--- config.mk ---
export PLATFORM = sky130hd
export DESIGN_NAME = regfile_wb_arbiter
export DESIGN_NICKNAME = d
export VERILOG_FILES = /design/src/rtl/regfile_wb_arbiter.sv
export SDC_FILE = /design/constraint.sdc
export NUM_CORES = 1
export LEC_CHECK = 0
export CORE_AREA = 2 2 90 66
export DETAILED_ROUTE_END_ITERATION = 8
export DIE_AREA = 0 0 92 68
export HOLD_SLACK_MARGIN = 0.1
export MAX_ROUTING_LAYER = met4
export PLACE_DENSITY = 0.75
export SKIP_LAST_GASP = 1
export SLEW_MARGIN = 20
export SYNTH_ARGS = -nofsm -noshare
export SYNTH_HDL_FRONTEND = slang
export SYNTH_SLANG_ARGS = --single-unit
export TNS_END_PERCENT = 50
--- constraint.sdc ---
create_clock -name clk -period 1.49 [get_ports clk]
set_clock_uncertainty 0.1 [all_clocks]
set_input_delay 0.298 -clock clk [delete_from_list [all_inputs] [get_ports clk]]
set_output_delay 0.298 -clock clk [all_outputs]
set_load 0.01 [all_outputs]
--- src/rtl/regfile_wb_arbiter.sv ---
// Single register-file write port shared by pipeline writeback, the multicycle unit and debug,
// plus the MC destination scoreboard. Define WBARB_DBG_EN to enable the debug write port.
module regfile_wb_arbiter #(
    parameter int DATA_W       = 16,
    parameter int REG_AW       = 3,
    parameter int STARVE_LIMIT = 4
) (
    input  logic              clk,
    input  logic              rst,
    input  logic              pipe_write,
    input  logic [REG_AW-1:0] pipe_writenum,
    input  logic [DATA_W-1:0] pipe_wdata,
    input  logic              mc_valid,
    input  logic [REG_AW-1:0] mc_writenum,
    input  logic [DATA_W-1:0] mc_wdata,
    output logic              mc_ready,
    input  logic              mc_issue_valid,
    input  logic [REG_AW-1:0] mc_issue_num,
    output logic              mc_issue_ready,
    input  logic              dbg_valid,
    input  logic [REG_AW-1:0] dbg_writenum,
    input  logic [DATA_W-1:0] dbg_wdata,
    output logic              dbg_ready,
    input  logic [REG_AW-1:0] rd_num_a,
    input  logic [REG_AW-1:0] rd_num_b,
    output logic              hazard_out,
    output logic              stall_req,
    output logic              rf_write,
    output logic [REG_AW-1:0] rf_writenum,
    output logic [DATA_W-1:0] rf_wdata,
    output logic              wb_conflict
);

    localparam int NREG  = 1 << REG_AW;
    localparam int CNT_W = $clog2(STARVE_LIMIT + 1);
    localparam logic [CNT_W-1:0] CNT_MAX = CNT_W'(STARVE_LIMIT);

    logic [NREG-1:0]   r_busy;
    logic [CNT_W-1:0]  r_starve_cnt;
    logic              r_stall_req;
    logic              r_rf_write;
    logic [REG_AW-1:0] r_rf_writenum;
    logic [DATA_W-1:0] r_rf_wdata;
    logic              r_wb_conflict;

    logic              w_dbg_req;
    logic              w_favour_mc;
    logic              w_grant_mc;
    logic              w_grant_dbg;
    logic              w_any_grant;
    logic              w_issue_acc;
    logic [CNT_W-1:0]  w_starve_nxt;
    logic [NREG-1:0]   w_busy_nxt;

`ifdef WBARB_DBG_EN
    logic r_rr_mc;

    assign w_dbg_req   = dbg_valid;
    assign w_favour_mc = r_rr_mc;

    always_ff @(posedge clk) begin
        if (rst) begin
            r_rr_mc <= 1'b1;
        end else if (w_any_grant) begin
            r_rr_mc <= !r_rr_mc;
        end
    end
`else
    logic w_unused_dbg;

    assign w_dbg_req    = 1'b0;
    assign w_favour_mc  = 1'b1;
    assign w_unused_dbg = ^{dbg_valid, dbg_writenum, dbg_wdata};
`endif

    // Pipeline owns the slot outright; MC/DBG only see cycles it leaves idle.
    always_comb begin
        // NOTE: every comb output gets a default first so no path leaves it unassigned (no latch).
        w_grant_mc  = 1'b0;
        w_grant_dbg = 1'b0;
        if (!pipe_write) begin
            if (mc_valid && (w_favour_mc || !w_dbg_req)) begin
                w_grant_mc = 1'b1;
            end else if (w_dbg_req) begin
                w_grant_dbg = 1'b1;
            end
        end
    end

    assign w_any_grant    = w_grant_mc | w_grant_dbg;
    assign mc_issue_ready = !r_busy[mc_issue_num];
    assign w_issue_acc    = mc_issue_valid && mc_issue_ready;

    always_comb begin
        w_starve_nxt = r_starve_cnt;
        if (w_any_grant) begin
            w_starve_nxt = '0;
        end else if ((mc_valid || w_dbg_req) && (r_starve_cnt != CNT_MAX)) begin
            w_starve_nxt = r_starve_cnt + 1'b1;
        end
    end

    // Clear first, then set, so a same-cycle issue to the retiring register keeps it busy.
    always_comb begin
        w_busy_nxt = r_busy;
        if (w_grant_mc) begin
            w_busy_nxt[mc_writenum] = 1'b0;
        end
        if (w_issue_acc) begin
            w_busy_nxt[mc_issue_num] = 1'b1;
        end
    end

    always_ff @(posedge clk) begin
        // NOTE: sequential state uses non-blocking assignments so all flops update from pre-edge values.
        if (rst) begin
            // NOTE: the busy array is control state, not data storage, so it must be cleared on reset.
            r_busy        <= '0;
            r_starve_cnt  <= '0;
            r_stall_req   <= 1'b0;
            r_rf_write    <= 1'b0;
            r_rf_writenum <= '0;
            r_rf_wdata    <= '0;
            r_wb_conflict <= 1'b0;
        end else begin
            r_busy       <= w_busy_nxt;
            r_starve_cnt <= w_starve_nxt;
            r_stall_req  <= (w_starve_nxt == CNT_MAX);
            if (pipe_write && r_busy[pipe_writenum]) begin
                r_wb_conflict <= 1'b1;
            end
            r_rf_write <= pipe_write | w_any_grant;
            if (pipe_write) begin
                r_rf_writenum <= pipe_writenum;
                r_rf_wdata    <= pipe_wdata;
            end else if (w_grant_mc) begin
                r_rf_writenum <= mc_writenum;
                r_rf_wdata    <= mc_wdata;
            end else if (w_grant_dbg) begin
                r_rf_writenum <= dbg_writenum;
                r_rf_wdata    <= dbg_wdata;
            end
        end
    end

    assign mc_ready    = w_grant_mc;
    assign dbg_ready   = w_grant_dbg;
    assign hazard_out  = r_busy[rd_num_a] | r_busy[rd_num_b];
    assign stall_req   = r_stall_req;
    assign rf_write    = r_rf_write;
    assign rf_writenum = r_rf_writenum;
    assign rf_wdata    = r_rf_wdata;
    assign wb_conflict = r_wb_conflict;

endmodule

## Word-level counts from Yosys, hierarchy flattened

Index checks and enable logic that the tools add are counted.

- Word-level logic and storage cells: 51
- Register bits: 33
- Output and inout port bits: 26
- Bits of input ports: 72

- Multiplexer cells: 22
- $add $sub $neg: 1
- Bitwise operators: 5
- Reduce and logical (&&, ||, !) cells: 7
- Magnitude comparators: 7
- Eq/ne operators: 2

Operators with widths:

| kind | number |
|---|---|
| two-way mux 16 bit | 2 |
| less-than comparator 3 x 4 -> 1 bit (second input constant) | 5 |
| two-way mux 8 bit | 2 |
| binary-select mux 1 bit (select 3 bit) | 4 |
| two-way mux 3 bit | 4 |
| AND 8 bit | 1 |
| two-way mux 1 bit | 8 |
| inverter 8 bit | 1 |
| bitwise OR 8 bit | 1 |
| demux 1 bit (select 3 bit) | 2 |
| greater-or-equal comparator 3 x 1 -> 1 bit (second input constant) | 2 |
| logical AND 1 bit | 5 |
| adder 3 x 1 -> 3 bit (second input constant) | 1 |
| == test 3 bit (second input constant) | 1 |
| != test 3 bit (second input constant) | 1 |
| bitwise OR 1 bit | 2 |
| nonzero test 2 bit | 1 |
| logical NOT 1 bit | 1 |

## Logic depth before layout (Yosys ltp)

Gate-level depths: netlist (run 1).

- Depth in word-level cells: 9
- Depth in mapped cells: 5
- Depth with buffers taken out: 5

## Least setup slack after synthesis (run 1)

OpenSTA, ideal clock, no wires.

- Kind: in2out
- Start: in mc_issue_num[2]
- End: out mc_issue_ready
- Setup slack: -0.057 ns
- Buffers on the path: 1
- Data required time: 1.092 ns
- Arrival: 1.149 ns
- Stages: 4
- Cell sequence: buf_4 mux2i_1 mux4_2 o21a_1

- Cells in the longest elaborated chain, start to end: 3

RTL lines:

| element | line | RTL |
|---|---|---|
| from (decl) | 18 | `input logic [REG_AW-1:0] mc_issue_num,` |
| binary-select mux 1 bit (select 3 bit) | 91 | `assign mc_issue_ready = !r_busy[mc_issue_num];` |
| two-way mux 1 bit (implied by the code) | 91 |  |
| logical NOT 1 bit | 91 |  |
| to (decl) | 19 | `output logic mc_issue_ready,` |

No other way between the ends. The select of a mux whose other input is x is not followed.

## Worst setup path after layout (run 1)

- Start: reg r_busy[4]
- End: out mc_issue_ready

- Cells in the longest elaborated chain, start to end: 3

RTL lines:

| element | line | RTL |
|---|---|---|
| from (decl) | 38 | `logic [NREG-1:0] r_busy;` |
| from (signal assigned) | 126 | `r_busy <= w_busy_nxt;` |
| binary-select mux 1 bit (select 3 bit) | 91 |  |
| two-way mux 1 bit (implied by the code) | 91 |  |
| logical NOT 1 bit | 91 |  |

No other way between the ends. The select of a mux whose other input is x is not followed.

==> flow_summary.yaml, run 1 <==
global_routing:
  grt_overflow: 0
  busiest_layer: "met2"
  gr-usage-met1_pct: 23.1
  gr-usage-met3_pct: 4.19
  grt_util_all_layers_pct: 17.3
  grt_pass1_vias: 1753
  grt_use_met2_pct: 27.4
  antenna_found_initial: 0
  grt_pass1_wl_mm: 8.25
  grt_max_degree: 25
synth:
  synth_area_leader_cell: "dfxtp_1"
  synth_area_leaders: "dfxtp_1, mux2_2, nand2_1, mux4_2, a21oi_1"
  synth_area_um2: 1820
  yosys_register_bits: 33
  synth_commonest_cells: "nand2_1, dfxtp_1, a21oi_1"
  yosysMostFrequentCell: "nand2_1"
  synth_edf_count: 0
  yosysWarnings: 0
  seq_area_frac_synth_pct: 36.3
  ys_async_sr_fraction_pct: 0
  synth_area_per_cell_um2: 9.00
  synth_cell_types: 40
  netlist.area_leader.share_pct: 36.3
  synth.net_count: 276
  synth_ff_type: "dfxtp_1"
  syn-instance-count: 202
power:
  peakVddDrop_mv: 0.412
  p_int_mw: 1.68
  power_density_nw_per_um2: 750
  p_clk_share_pct: 33.0
  p_seq_share_pct: 42.9
  p_leak_nw: 1.36
  switching_share_pct: 25.0
  combPwrFrac_pct: 24.2
  power_mw: 2.23
  switchingPower_mw: 0.559
critical_path:
  cp_data_required_time_ps: 1090
  end_kind: "output pin"
  path_max_fanout: 4
  r2r_start: "r_busy[4]$_SDFF_PP0_"
  cp.arrival_ps: 1460
  cp-start-kind: "register"
  regToRegSetupSlack_ps: 60
  timing_worst_setup_path_type: "register to output pin"
  r2r_end: "wb_conflict$_SDFFE_PP0P_"
  ff2ff_path_depth: 4
final_layout:
  areaGrowthSynthToFinish_pct: 63.9
  seqCellArea_um2: 674
  fin_area_um2: 2980
  multi_input_area_um2: 1050
  layout-drive-gt1-share_pct: 27.0
  n_fill_cell: 516
  final_nets: 384
  antenna_cells: 0
sta:
  finalHoldViolCount: 0
  achievable-frequency_mhz: 537
  layout_min_cycle_time_ps: 1860
  timing.final.ws_setup_ps: -371
  maxSlewViolCount: 0
  period_share_pct: 125
  setup_viol: 5
  rsz0062_at_grt: "yes"
floorplan:
  die_area_um2: 6260
  fp.dieH_um: 68
  core_um2: 5470
  ioPinCount: 98
  row_count: 23
  die_w_um: 92
  initial_core_util_pct: 33.2
outcome:
  failed_checks: "negative setup slack"
  status: "finished, violations left"
worst_hold_path:
  whs_endpoint: "wb_conflict$_SDFFE_PP0P_"
  hp-class: "register to register"
  worstHoldStart: "wb_conflict$_SDFFE_PP0P_"
  min_path_cells: 2
route:
  viasPerCell: 4.82
  antenna_left: 0
  num_vias: 1859
  drc: 0
  detail_route.iter0.violations: 78
  dr.pass1.iters: 6
  drt_wl_total_mm: 5.09
  wire_per_inst_um: 13.2
clock_network:
  cts_tree: "built"
  cts_max_level: 2
  clock_path_buffers: 2
  cts_sinks: 33
  clockRootBuffer: "clkbuf_8"
  clock_latency_ps: 270
  hold_buffers: 0
  clk_pin_slew_ps: 70
  numCtsBuffers: 5
placement:
  numPortBuffers: 76
  dpl-instance-area_um2: 2860
  place_ws_ps: -1010
  place.gp.congestion: 0.779
  dp_hpwl_mm: 3.93
flow_run:
  max-cap-violations: 0
## state kept, by name, indices dropped and copies added, names as in the netlist
signal,cells
rf_write,1
r_starve_cnt,3
stall_req,1
rf_wdata,16
rf_writenum,3
r_busy,8
wb_conflict,1
## layout by cell type (no fill, tap or decap), types with 2 or more instances in the layout
cell             instances
nor2_1                   6
dlygate4sd2_1           23
o211ai_1                 2
mux4_2                   6
o31ai_1                  3
clkbuf_8                 7
dlymetal6s2s_1           4
o311ai_0                 2
dfxtp_1                 28
a21oi_1                 21
mux2i_1                  5
ha_1                     2
dfxtp_2                  2
buf_2                    2
mux2_2                  20
nand2b_1                 5
nor3_1                   4
clkdlybuf4s50_1         45
dfxtp_4                  3
buf_4                   37
a21o_1                   2
clkdlybuf4s15_2          2
o21ai_0                  3
inv_1                    7
nand3b_1                 3
a31oi_1                  2
a311oi_1                 2
nand2_1                 43
## critical path, cell delays in order (launching register included)
cell     delay [ps]
dfxtp_1         410
nand2_1          70
mux4_2          450
o21a_1          120
buf_2           130
## worst max-delay path by stage
stage	depth (start not counted)	endpoint	startpoint	slack, ps
detailed placement	5	mc_issue_ready	mc_issue_num[2]	-1010
CTS	4	mc_issue_ready	r_busy[6]$_SDFF_PP0_	-380
global placement	5	mc_issue_ready	mc_issue_num[2]	-960
floorplan	4	mc_issue_ready	mc_issue_num[2]	-20
global route	4	hazard_out	r_busy[5]$_SDFF_PP0_	-440
finish	4	mc_issue_ready	r_busy[4]$_SDFF_PP0_	-370
## power groups by stage
stage               Clock, mW  Combinational [mW]  Sequential (mW)
global placement            0               0.559            0.979
global route            0.820               0.592            0.963
floorplan                   0               0.221            0.997
CTS                     0.770               0.545            0.957
detailed placement          0               0.567            0.982
finish                  0.737               0.540            0.958
## cell type report
cell class,count,share of cell area (%)
clock buffers,7,3.23
clock inverters,1,0.168
inverters,7,0.882
repair buffers,114,34.6
well taps,75,3.15
flip-flops and latches,33,22.6
multi-input cells,149,35.3
## cells by family (layout without fill, tap and decap cells)
kind of cell,Yosys count,in the layout,synth area share [%]
other,1,1,0.206
AND/OR/NAND/NOR,70,70,17.6
AO/OA/AOI/OAI,43,43,14.9
adder cells (fa/ha/maj),2,2,1.38
flip-flops,33,33,36.3
buffers and inverters,20,129,6.06
XOR/XNOR,1,1,0.482
multiplexers,32,32,23.1
## metrics by stage
stage / cells / hold WS [ps] / utilization, % / TNS (ps)
4_1_cts: 386 / 373 / 54.2 / -1020
3_5_place_dp: 375 / 362 / 52.4 / -12060
6_report: 386 / 368 / 54.5 / -775
5_1_grt: 386 / 401 / 54.5 / -1120
2_1_floorplan: 202 / 334 / - / -21.1
3_3_place_gp: 375 / 349 / 52.4 / -11420
## metal layers
metal	wire length [um]	share of wire [%]
met1	2580	51
met5	0	0
met3	246	4.8
met4	11	0.22
met2	2250	44
## what timing repair did
action                                  CTS  global route
gates resized for setup                  45             5
endpoints found under the setup margin   48            12
buffers inserted                          3             0
hold endpoints to repair                  0             0
(Power assumes the default switching activity.)
==> run 2, diff against run 1 <==
Settings changed: CELL_PAD_IN_SITES_DETAIL_PLACEMENT from default to 1, CELL_PAD_IN_SITES_GLOBAL_PLACEMENT from default to 1, CORE_AREA 2 2 90 66 to 2 2 105 77, DIE_AREA 0 0 92 68 to 0 0 107 79, PLACE_DENSITY 0.75 to 0.76.
==> run 2 against run 1 <==
  * The flow still finishes with violations (negative setup slack)
  * Routed wire length up 20%
  * Final area rose by 2.0%
  * Setup slack lost 61 ps
  * Maximum frequency down 3.2%
  * Total power increased by 2.0%
  * Global-route usage fell by 2.3 points
  * Die area rose by 35%
  * Combinational power up 4.4%
  * Critical endpoint unchanged
  * Largest cell class unchanged
  * Highest routed layer unchanged
==> flow_summary.yaml, run 2 (synthesis gave the netlist of run 1 again) <==
floorplan:
  die_area_um2: 8450
  initial_core_util_pct: 24.1
  core_um2: 7530
  ioPinCount: 98
  fp.dieH_um: 79
  die_w_um: 107
  row_count: 27
sta:
  achievable-frequency_mhz: 520
  finalHoldViolCount: 0
  layout_min_cycle_time_ps: 1920
  maxSlewViolCount: 0
  timing.final.ws_setup_ps: -432
  setup_viol: 8
  rsz0062_at_grt: "yes"
  period_share_pct: 129
critical_path:
  path_max_fanout: 5
  crit_buf_inv: 2
  timing_worst_setup_path_type: "register to output pin"
  ff2ff_path_depth: 4
  cp-start-kind: "register"
  end_kind: "output pin"
  cp_data_required_time_ps: 1090
  r2r_start: "r_busy[4]$_SDFF_PP0_"
  r2r_end: "wb_conflict$_SDFFE_PP0P_"
  path_delay_family: "multiplexers"
  regToRegSetupSlack_ps: 30
  cp.arrival_ps: 1520
  slowest_delay_ps: 450
  crit_slowest_cell: "mux4_2"
  crit_chain: "buf_6 > nand2_2 > mux4_2 > o21a_1 > buf_2"
flow_run:
  max-cap-violations: 0
final_layout:
  seqCellArea_um2: 672
  antenna_cells: 0
  final_common_cell: "clkdlybuf4s50_1"
  fin_area_um2: 3040
  largest_reg_flops: 16
  multi_input_area_um2: 1060
  final_nets: 388
  stdcell_count: 416
  layout-drive-gt1-share_pct: 28.9
  layout_common_cells: "clkdlybuf4s50_1, nand2_1, buf_4"
  areaGrowthSynthToFinish_pct: 67.1
  n_fill_cell: 888
route:
  wire_per_inst_um: 14.7
  detail_route.iter0.violations: 28
  dr.pass1.iters: 4
  drc: 0
  antenna_left: 0
  num_vias: 1894
  drt_wl_total_mm: 6.12
  viasPerCell: 4.55
outcome:
  status: "finished, violations left"
  failed_checks: "negative setup slack"
placement:
  place.gp.congestion: 0.759
  dp_hpwl_mm: 4.80
  numPortBuffers: 76
  dpl-instance-area_um2: 2920
  place_ws_ps: -1090
  place_inst: 406
clock_network:
  numCtsBuffers: 5
  clock_path_buffers: 2
  cts_tree: "built"
  hold_buffers: 0
  clock_latency_ps: 270
  clk_pin_slew_ps: 70
  clockRootBuffer: "clkbuf_8"
  cts_max_level: 2
  cts_sinks: 33
global_routing:
  antenna_found_initial: 0
  grt_max_degree: 25
  grt_pass1_vias: 2065
  grt_util_all_layers_pct: 15.0
  grt_pass1_wl_mm: 9.77
  grt_overflow: 0
worst_hold_path:
  whs_endpoint: "wb_conflict$_SDFFE_PP0P_"
  worstHoldStart: "wb_conflict$_SDFFE_PP0P_"
  hp-class: "register to register"
  min_path_cells: 2
power:
  p_leak_nw: 1.38
  peakVddDrop_mv: 0.369
  power_density_nw_per_um2: 750
run 2: worst min-delay path, cell delays in order, from the launching register on:
cell and delay, ps:
dfxtp_1 320, inv_1 50, a21oi_1 50
run 2: cell type report:
type                    count  share of cell area (%)
repair buffers            118                    34.5
clock buffers               7                    3.17
multi-input cells         149                    35.0
clock inverters             1                   0.165
well taps                 101                    4.16
inverters                   7                   0.865
flip-flops and latches     33                    22.1
run 2: how the worst max path moves through the flow:
stage                         start             end  slack [ps]  cells past startpoint
2_1_floorplan       mc_issue_num[2]  mc_issue_ready         -20                      4
3_3_place_gp        mc_issue_num[2]  mc_issue_ready        -990                      5
3_5_place_dp        mc_issue_num[2]  mc_issue_ready       -1090                      5
4_1_cts        r_busy[7]$_SDFF_PP0_  mc_issue_ready        -460                      5
5_1_grt        r_busy[7]$_SDFF_PP0_  mc_issue_ready        -500                      5
6_report       r_busy[7]$_SDFF_PP0_  mc_issue_ready        -430                      5
run 2: stage by stage:
stage	power, mW	utilization, %	setup TNS, ps	hold slack, ps
6_report	2.28	40.3	-1030	363
5_1_grt	2.41	40.3	-1480	378
4_1_cts	2.32	40.0	-1490	367
3_5_place_dp	1.57	38.8	-12150	356
3_3_place_gp	1.55	38.8	-10720	347
2_1_floorplan	1.22	-	-21.1	334
run 2: what timing repair did:
| item | 4_1_cts | 5_1_grt |
|---|---|---|
| endpoints found under the setup margin | 38 | 18 |
| gates cloned | 0 | 0 |
| resized for setup | 39 | 12 |
| buffers inserted | 2 | 0 |
| pin swaps | 0 | 3 |
| hold endpoints to repair | 0 | 0 |
run 2: metal layers:
metal  global-route usage (%)  routed length [um]  vias to the layer above
li1                         -                   -                      937
met1                     18.5                2890                      903
met2                     26.0                2920                       50
met3                     2.96                 275                        4
met4                     2.34                  29                        0
met5                        -                   0                        -
run 2: where the power goes:
part / internal (mW) / switching (mW)
Combinational: 0.336 / 0.228
Clock: 0.418 / 0.337
Sequential: 0.930 / 0.0292
Total: 1.68 / 0.594
==> run 3, diff against run 2 <==
Settings changed: CORE_AREA 2 2 105 77 to 8 8 111 83, DIE_AREA 0 0 107 79 to 0 0 119 91.
Clock period 1.49 ns to 1.7 ns, I/O delays scaled along.
==> run 3 against run 2 <==
  * The run still ends with negative setup slack left
  * Critical path depth decreased by 1
  * Clock power shrank 27%
  * Flip-flop and latch count did not move
  * Routed wire length is 4.9% higher
  * Count of clock-buffer cells in the layout fell by 2
  * Register-to-register slack gained 150 ps
  * Global-route usage down 2.8 points
  * Final area down 3.2%
==> flow_summary.yaml, run 3 (synthesis gave the netlist of run 1 again) <==
global_routing:
  grt_overflow: 0
  grt_pass1_wl_mm: 10.5
  grt_max_degree: 25
  antenna_found_initial: 0
  grt_pass1_vias: 2064
  grt_util_all_layers_pct: 12.2
sta:
  rsz0062_at_grt: "yes"
  setup_viol: 2
  maxSlewViolCount: 0
  layout_min_cycle_time_ps: 1890
  period_share_pct: 111
  achievable-frequency_mhz: 528
  fin_hold_ws_ps: 392
  timing.final.ws_setup_ps: -194
  finalHoldViolCount: 0
route:
  top_layer: "met4"
  wl_met3_um: 363
  drc: 0
  drt_wl_total_mm: 6.42
  met1Wirelength_mm: 3.05
  viasPerCell: 4.63
  detail_route.iter0.violations: 67
  num_vias: 1864
  dr.pass1.iters: 4
  wl_met2_mm: 3.00
  antenna_left: 0
  wire_per_inst_um: 15.9
final_layout:
  layout-drive-gt1-share_pct: 25.5
  areaGrowthSynthToFinish_pct: 61.7
  final_common_cell: "clkdlybuf4s50_1"
  layout_common_cells: "clkdlybuf4s50_1, nand2_1, buf_4"
  post-route-util_pct: 39.0
  n_fill_cell: 892
  antenna_cells: 0
  largest_reg_flops: 16
  final_nets: 377
critical_path:
  path_max_fanout: 4
  crit_start: "mc_issue_num[1]"
  crit_slowest_cell: "clkdlybuf4s50_1"
  slowest_delay_ps: 550
  ff2ff_path_depth: 6
  cp-start-kind: "primary input"
  cp.arrival_ps: 1450
  cp_data_required_time_ps: 1260
  r2r_end: "r_starve_cnt[1]$_SDFF_PP0_"
  end_kind: "output pin"
  timing_worst_setup_path_type: "primary input to output pin"
  crit_end: "mc_issue_ready"
  crit_chain: "clkdlybuf4s50_1 > mux4_2 > o21a_1 > buf_2"
  regToRegSetupSlack_ps: 180
  r2r_start: "r_starve_cnt[0]$_SDFF_PP0_"
power:
  p_leak_nw: 1.19
  power_density_nw_per_um2: 640
  peakVddDrop_mv: 0.286
clock_network:
  clk_pin_slew_ps: 70
  cts_tree: "built"
  numCtsBuffers: 5
  clock_path_buffers: 2
  cts_max_level: 2
  cts_sinks: 33
  hold_buffers: 0
  clock_latency_ps: 280
  clockRootBuffer: "clkbuf_8"
  post_cts_buffers: 0
placement:
  numPortBuffers: 76
  place.gp.congestion: 0.845
  dp_hpwl_mm: 5.10
  place_ws_ps: -905
flow_run:
  max-cap-violations: 0
floorplan:
  die_area_um2: 10800
  core_um2: 7530
  fp.dieH_um: 91
  die_w_um: 119
  initial_core_util_pct: 24.1
  ioPinCount: 98
  row_count: 27
worst_hold_path:
  worstHoldStart: "wb_conflict$_SDFFE_PP0P_"
  hp-class: "register to register"
outcome:
  failed_checks: "negative setup slack"
  status: "finished, violations left"
==> run 3: layout make-up <==
class / count / area [um^2] / area share [%]
clock buffer: 5 / 68.8 / 2.34
clock inverter: 1 / 5.00 / 0.170
inverter: 7 / 26.3 / 0.894
multi-input combinational: 149 / 1050 / 35.9
sequential: 33 / 678 / 23.1
tap: 101 / 126 / 4.30
timing repair buffer: 107 / 981 / 33.4
==> run 3: where the power goes <==
group	total [mW]	internal (mW)	switching, mW
logic	0.491	0.297	0.195
clock network	0.549	0.269	0.279
registers	0.842	0.813	0.0293
total	1.88	1.38	0.503
==> run 3: how the worst min path moves through the flow <==
stage,cells past startpoint,to
floorplan,2,rf_wdata[4]$_SDFFE_PP0P_
finish,2,wb_conflict$_SDFFE_PP0P_
detailed placement,2,wb_conflict$_SDFFE_PP0P_
global route,2,wb_conflict$_SDFFE_PP0P_
CTS,2,wb_conflict$_SDFFE_PP0P_
global placement,2,wb_conflict$_SDFFE_PP0P_
==> run 3: layer usage <==
| metal | global-route usage, % | up-vias |
|---|---|---|
| li1 | - | 912 |
| met1 | 14.8 | 901 |
| met2 | 19.6 | 49 |
| met3 | 3.96 | 2 |
| met4 | 1.89 | 0 |
| met5 | - | - |
==> run 3: critical path: cells and delay by family <==
kind                   cells  cell delay (ps)
multiplexers               1              310
buffers and inverters      2              680
AO/OA/AOI/OAI              1              120
==> run 3: through the flow <==
step,power [mW],std cells,TNS [ps],instance area (um^2)
global route,2.00,403,-531,2940
detailed placement,1.37,397,-7570,2870
global placement,1.35,397,-6350,2870
finish,1.88,403,-378,2940
CTS,1.92,403,-495,2940
floorplan,1.07,202,0,1820
==> run 3: repair_timing <==
action	in CTS	in global routing
gates cloned	0	0
resized for setup	27	7
endpoints found under the setup margin	4	9
